[src/rtl/data_to_axi_packer.sv]
// Packs one DATA_WIDTH element per handshake into a wide AXI4-Stream beat, flushing on full or last.
// Optional idle flush of partial beats: define DATA_TO_AXI_PACKER_FLUSH_EN.
module data_to_axi_packer #(
  parameter int DATA_WIDTH   = 32,
  parameter int AXI_WIDTH    = 512,
  parameter int NUM_ELEMENTS = AXI_WIDTH / DATA_WIDTH,
  parameter int FLUSH_CYCLES = 16
) (
  input  logic                    clk,
  input  logic                    rst_n,
  input  logic [DATA_WIDTH-1:0]   in_data,
  input  logic                    in_keep,
  input  logic                    in_last,
  input  logic                    in_valid,
  output logic                    in_ready,
  output logic [AXI_WIDTH-1:0]    out_tdata,
  output logic [AXI_WIDTH/8-1:0]  out_tkeep,
  output logic                    out_tlast,
  output logic                    out_tvalid,
  input  logic                    out_tready
);
  localparam int CW  = (NUM_ELEMENTS > 1) ? $clog2(NUM_ELEMENTS) : 1;
  localparam int KW  = AXI_WIDTH / 8;
  localparam int BPE = DATA_WIDTH / 8;

  if (NUM_ELEMENTS < 2) begin : g_chk_ne
    $error("data_to_axi_packer: NUM_ELEMENTS must be >= 2");
  end
  if ((DATA_WIDTH % 8) != 0 || NUM_ELEMENTS * DATA_WIDTH != AXI_WIDTH) begin : g_chk_w
    $error("data_to_axi_packer: width parameters inconsistent");
  end
  if (FLUSH_CYCLES < 1) begin : g_chk_fc
    $error("data_to_axi_packer: FLUSH_CYCLES must be >= 1");
  end

  logic [NUM_ELEMENTS-1:0][DATA_WIDTH-1:0] acc_data_q, acc_data_d, merge_data;
  logic [NUM_ELEMENTS-1:0]                 acc_keep_q, acc_keep_d, merge_keep;
  logic [CW-1:0]                           cnt_q, cnt_d;
  logic [AXI_WIDTH-1:0]                    out_tdata_q, out_tdata_d;
  logic [KW-1:0]                           out_tkeep_q, out_tkeep_d;
  logic                                    out_tlast_q, out_tlast_d;
  logic                                    out_tvalid_q, out_tvalid_d;

  logic out_free, at_end, accept, complete, flush;

  function automatic logic [KW-1:0] widen(input logic [NUM_ELEMENTS-1:0] k);
    logic [KW-1:0] r;
    r = '0;
    for (int i = 0; i < NUM_ELEMENTS; i++) r[i*BPE +: BPE] = {BPE{k[i]}};
    return r;
  endfunction

  assign out_free = !out_tvalid_q || out_tready;
  assign at_end   = (cnt_q == CW'(NUM_ELEMENTS - 1));
  // Only an element that closes a beat needs the output stage to be free.
  assign in_ready = out_free || (!at_end && !in_last);
  assign accept   = in_valid && in_ready;
  assign complete = accept && (at_end || in_last);

  always_comb begin
    merge_data        = acc_data_q;
    merge_keep        = acc_keep_q;
    merge_data[cnt_q] = in_data;
    merge_keep[cnt_q] = in_keep;
  end

`ifdef DATA_TO_AXI_PACKER_FLUSH_EN
  localparam int IW = $clog2(FLUSH_CYCLES + 1);
  logic [IW-1:0] idle_q;

  // idle_q counts earlier idle cycles, so the flush lands on the FLUSH_CYCLES-th idle cycle.
  assign flush = (cnt_q != '0) && !accept && out_free && (idle_q >= IW'(FLUSH_CYCLES - 1));

  always_ff @(posedge clk) begin
    if (!rst_n) begin
      idle_q <= '0;
    end else if (accept || flush) begin
      idle_q <= '0;
    end else if (cnt_q != '0 && idle_q < IW'(FLUSH_CYCLES - 1)) begin
      idle_q <= idle_q + IW'(1);
    end
  end
`else
  assign flush = 1'b0;
`endif

  always_comb begin
    acc_data_d   = acc_data_q;
    acc_keep_d   = acc_keep_q;
    cnt_d        = cnt_q;
    out_tdata_d  = out_tdata_q;
    out_tkeep_d  = out_tkeep_q;
    out_tlast_d  = out_tlast_q;
    out_tvalid_d = out_tvalid_q;
    if (out_tvalid_q && out_tready) out_tvalid_d = 1'b0;
    if (complete) begin
      out_tdata_d  = merge_data;
      out_tkeep_d  = widen(merge_keep);
      out_tlast_d  = in_last;
      out_tvalid_d = 1'b1;
      cnt_d        = '0;
      acc_data_d   = '0;
      acc_keep_d   = '0;
    end else if (accept) begin
      acc_data_d = merge_data;
      acc_keep_d = merge_keep;
      cnt_d      = cnt_q + CW'(1);
    end else if (flush) begin
      out_tdata_d  = acc_data_q;
      out_tkeep_d  = widen(acc_keep_q);
      out_tlast_d  = 1'b0;
      out_tvalid_d = 1'b1;
      cnt_d        = '0;
      acc_data_d   = '0;
      acc_keep_d   = '0;
    end
  end

  always_ff @(posedge clk) begin
    if (!rst_n) begin
      acc_data_q   <= '0;
      acc_keep_q   <= '0;
      cnt_q        <= '0;
      out_tdata_q  <= '0;
      out_tkeep_q  <= '0;
      out_tlast_q  <= 1'b0;
      out_tvalid_q <= 1'b0;
    end else begin
      acc_data_q   <= acc_data_d;
      acc_keep_q   <= acc_keep_d;
      cnt_q        <= cnt_d;
      out_tdata_q  <= out_tdata_d;
      out_tkeep_q  <= out_tkeep_d;
      out_tlast_q  <= out_tlast_d;
      out_tvalid_q <= out_tvalid_d;
    end
  end

  assign out_tdata  = out_tdata_q;
  assign out_tkeep  = out_tkeep_q;
  assign out_tlast  = out_tlast_q;
  assign out_tvalid = out_tvalid_q;
endmodule
[config.mk]
export PLATFORM = sky130hd
export DESIGN_NAME = data_to_axi_packer
export DESIGN_NICKNAME = d
export VERILOG_FILES = /design/src/rtl/data_to_axi_packer.sv
export SDC_FILE = /design/constraint.sdc
export NUM_CORES = 2
export LEC_CHECK = 0
export ABC_AREA = 1
export BUFFER_PORTS_ARGS = -buffer_cell sky130_fd_sc_hd__buf_4
export CORE_MARGIN = 4
export CORE_UTILIZATION = 50
export DETAILED_ROUTE_END_ITERATION = 6
export PLACE_DENSITY_LB_ADDON = 0.05
export SETUP_SLACK_MARGIN = 0.02
export SYNTH_ARGS = -nofsm -noshare
export SYNTH_HDL_FRONTEND = slang
export SYNTH_SLANG_ARGS = --single-unit
export TNS_END_PERCENT = 100
[constraint.sdc]
create_clock -name clk -period 2.4 [get_ports clk]
set_input_delay 0.48 -clock clk [delete_from_list [all_inputs] [get_ports clk]]
set_output_delay 0.48 -clock clk [all_outputs]
set_load 0.005 [all_outputs]
# Word level (Yosys, flattened, before mapping)
# Index checks and enable logic that the tools add are counted.
[totals] wordCells=48 mem_bits_ro=0 ram_bits=0 output_inout_bits=579 latch_bits=0 in_bits=38 register_bits=1107 mem_count=0
[classes] shifts=0 n_reduce_logical=13 n_eq_ne=1 n_div=0 n_mux=8 bitwise_logic=1 addsub=1 order_cmp=2 mul=0
[ops] cell="512-bit bitwise mux" n=1
[ops] cell="32-bit demux with 4-bit select" n=1
[ops] cell="32-bit two-way mux" n=1
[ops] cell="16-bit bitwise mux" n=1
[ops] cell="1-bit logical AND" n=5
[ops] cell="4-bit by 5-bit less-than comparator with 1-bit output, second input constant" n=1
[ops] cell="4-bit by 1-bit adder with 4-bit output, second input constant" n=1
[ops] cell="1-bit demux with 4-bit select" n=1
[ops] cell="4-bit equality test, second input constant" n=1
[ops] cell="4-bit by 1-bit greater-or-equal comparator with 1-bit output, second input constant" n=1
[ops] cell="1-bit zero test" n=3
[ops] cell="1-bit logical OR" n=3
[ops] cell="1-bit two-way mux" n=3
[ops] cell="2-bit nonzero test" n=1
[ops] cell="2-bit OR reduction" n=1
[ops] cell="1-bit inverter" n=1

# Logic depth before layout (Yosys ltp)
[depth] depth_word=7 mapped_depth=11

# Worst setup path before layout
# OpenSTA, ideal clock, no wires.
[synth_path] kind="reg-to-output" from="register cnt_q[0]" to="output in_ready" required_ns=1.920 path_stages_with_launch=8 slack_ns=0.600 arrival_time_ns=1.320 path_cell_list="dfxtp_1 -> ha_1 -> nand3_4 -> nand2_2 -> nand2_1 -> buf_2 -> buf_4 -> buf_2"
[synth_between] elab_chain_len=4
[synth_rtl] item="start, declared" line="38" source="logic [CW-1:0] cnt_q, cnt_d;"
[synth_rtl] item="start signal, assigned" line="131" source="cnt_q <= cnt_d;"
[synth_rtl] item="4-bit equality test" line="54" source="assign at_end = (cnt_q == CW'(NUM_ELEMENTS - 1));"
[synth_rtl] item="1-bit zero test" line="56" source="assign in_ready = out_free || (!at_end && !in_last);"
[synth_rtl] item="1-bit logical AND" line="56"
[synth_rtl] item="1-bit logical OR" line="56"
[synth_rtl] item="end, declared" line="15" source="output logic in_ready,"
# Every way passes these cells.

# Worst setup path after layout
[layout_path] from="register out_tvalid_q (netlist: out_tvalid)" to="output in_ready"
[layout_between] elab_chain_len=3
[layout_rtl] item="start, declared" line="42" source="logic out_tvalid_q, out_tvalid_d;"
[layout_rtl] item="start signal, assigned" line="135" source="out_tvalid_q <= out_tvalid_d;"
[layout_rtl] item="1-bit zero test" line="53" source="assign out_free = !out_tvalid_q || out_tready;"
[layout_rtl] item="1-bit logical OR" line="53"
[layout_rtl] item="1-bit logical OR" line="56"
# Every way passes these cells.

==> results_dict.tcl <==
set metrics [dict create \
    r2r_cells 8 \
    vias 48900 \
    ys_types 23 \
    path_clk_slew_ps 60 \
    critPathLaunch "out_tvalid$_SDFFE_PN0P_" \
    port_buffers 616 \
    first_pass_iters 5 \
    grt_antenna_before_repair 3 \
    cts.sinks 1062 \
    comb_power_share 0.085 \
    synth_area_um2 47300 \
    cts_made_buffers 112 \
    hold_class "in2reg" \
    fin_crit_ps 2330 \
    fin_util 0.597 \
    nFillCells 8800 \
    synth_area_leader_cell "dfxtp_1" \
    dp_hpwl_mm 106 \
    ios 617 \
    drc 0 \
    cp-start-kind "flop" \
    worst_setup_path_end_kind "output pin" \
    antenna_left 0 \
    grt_usage 0.347 \
    die_w_um 316 \
    p_clk_frac 0.455 \
    area_growth_pct 18.1 \
    cap_violations 0 \
    num-nets-final 6931 \
    synth-seq-cells 1062 \
    synth_top_area_frac 0.449 \
    p_leak_nw 24.3 \
    viasPerCell 5.94 \
    gp_congestion 0.833 \
    ir_drop_uv 595 \
    clock_skew_ps 19.1 \
    htree_levels 3 \
    dieHeight_um 316 \
    p_sw_frac 0.258 \
    root_buffer "clkbuf_16" \
    arrival_ps 1850 \
    p_per_area_nw_per_um2 701 \
    switching_power_mw 10.1 \
    grt_pass1_vias 43400 \
    reg2reg_from "cnt_q[1]$_SDFFE_PP0P_" \
    drt_iter0_drc 6297 \
    cp-endpoint "in_ready" \
    grt_max_degree 137 \
    path_cells "inv_1 > nor2_4 > buf_6 > nand2_8 > buf_16 > buf_4" \
    r2r_slack_ps 190 \
    crit_buf_inv 4 \
    grt_pass1_wl_mm 271 \
    synth_fp_nets 6823 \
    ys_warn_count 0 \
    slew-limit-headroom 0.494 \
    max_stage_delay_ps 340 \
    worstPathRequired_ps 1920 \
    multi_input_area_um2 21900 \
    post-route-period-util 0.971 \
    rsz0062_at_grt "false" \
    clock_path_buffers 3 \
    syn_area_per_cell_um2 6.98 \
    finalSetupViolCount 0 \
    p_int_mw 29.1 \
    hold_violations 0 \
    final-max-slew-violation-count 0 \
    die_area_um2 99600 \
    r2r-end "out_tdata[245]$_SDFFE_PN0P_" \
    clock.fmax_ghz 0.429 \
    coreArea_um2 93600 \
    cts_tree "built" \
    worstSkewPairLatency_ps 690 \
    seq_area_frac_synth 0.449 \
    finalWirelength_mm 183 \
    slowest_stage "dfxtp_1" \
    seqCellArea_um2 21300 \
    worstPathMaxFanout 2 \
    path_depth 6 \
    outcome "finished, final reports clean" \
    row_count 112 \
    whs_ps 72.2 \
    initial_utilization 0.506 \
    synthCells 6781 \
    pwr-share-seq 0.460 \
    synthTopCellsByArea "dfxtp_1, nand2_1, nand3_1" \
    tightest_slew_ps 759 \
    grt_overflow 0 \
    wl_per_cell_um 22.2 \
    cp_top_family "buffers and inverters" \
    worstSetupPathType "reg2out" \
    drive_gt1_frac 0.139 \
    power_mw 39.2 \
]
cell type report:
| cell class | count | share of cell area |
|---|---|---|
| timing repair buffer | 776 | 0.124 |
| multi-input combinational | 4800 | 0.392 |
| tap | 1254 | 0.0281 |
| clock inverter | 42 | 0.00900 |
| sequential | 1062 | 0.381 |
| clock buffer | 158 | 0.0574 |
| antenna | 2 | 0.0000896 |
| inverter | 137 | 0.00947 |
worst min-delay path by stage:
| stage | start | to | cells past startpoint |
|---|---|---|---|
| after floorplan | acc_data_q[128]$_SDFFE_PP0P_ | acc_data_q[128]$_SDFFE_PP0P_ | 2 |
| after global placement | acc_data_q[195]$_SDFFE_PP0P_ | acc_data_q[195]$_SDFFE_PP0P_ | 2 |
| after detailed placement | acc_data_q[131]$_SDFFE_PP0P_ | acc_data_q[131]$_SDFFE_PP0P_ | 2 |
| after CTS | in_last | out_tlast$_SDFFE_PN0P_ | 3 |
| after global routing | in_last | out_tlast$_SDFFE_PN0P_ | 3 |
| final | in_last | out_tlast$_SDFFE_PN0P_ | 3 |
cell usage in the layout, fill, tap and decap left out, types with 10 or more instances in the layout:
cell type / n
o21ai_1: 110
nor2_1: 128
nand4_1: 397
clkbuf_1: 25
clkbuf_8: 19
nand2_1: 2123
dfxtp_1: 1058
o21ai_0: 107
buf_4: 689
a21oi_1: 533
inv_1: 133
buf_12: 82
clkinv_2: 21
bufinv_16: 10
clkbuf_16: 114
nand3_1: 1388
repair_timing:
item	4_1_cts	5_1_grt
resized for setup	9	0
endpoints found under the setup margin	9	0
hold buffers	0	0
buffers inserted	2	0
flip-flops by register name, summed over array words and instances, names as in the netlist:
signal / flops
out_tdata: 512
acc_keep_q: 16
acc_data_q: 512
out_tvalid: 1
out_tkeep: 16
cnt_q: 4
out_tlast: 1
tightest hold or removal path: cells and delay by family:
kind | cells | cell delay [ps]
simple gates | 2 | 130
buf+inv | 1 | 120
layer usage:
layer,vias to the layer above,global-route usage,part of all wire
met3,430,0.0679,0.10
met2,2607,0.524,0.44
li1,22900,-,-
met5,-,0,0.000071
met4,2,0.165,0.049
met1,23000,0.479,0.41
power by group through the flow:
stage,combinational [mW],clock [mW],sequential [mW]
after global routing,3.51,18.6,18.0
after detailed placement,3.24,0,18.4
after CTS,3.26,17.9,18.0
final,3.34,17.8,18.0
after floorplan,1.85,0,18.4
after global placement,3.25,0,18.4
per-stage QoR:
step	area (um2)	std cells	worst slack, ps	setup TNS, ps
floorplan	47300	6781	600	0
global placement	52100	8026	-221	-32830
detailed placement	52100	8026	-222	-24610
CTS	55900	8229	36.4	0
global route	55900	8229	28.9	0
finish	55900	8231	69.1	0
Yosys cell counts:
library cell  count
a21oi_1         533
buf_1            54
buf_2           294
buf_4            87
buf_6            21
clkbuf_1        323
clkbuf_2          3
clkinv_1          1
dfxtp_1        1062
ha_1              4
inv_1           135
inv_2             1
nand2_1        2124
nand2_2           2
nand2_4           1
nand3_1        1390
nand3_4           1
nand4_1         397
nor2_1          129
nor2_4            1
o21ai_0         107
o21ai_1         110
xor2_1            1
cells by family after synthesis:
kind of cell	share of synthesized area
XOR/XNOR	0.000185
flip-flops	0.449
buffers and inverters	0.0910
AND/OR/NAND/NOR	0.379
AO/OA/AOI/OAI	0.0793
adder cells (fa/ha/maj)	0.00106
No activity file was read; power rests on OpenSTA's default activity.
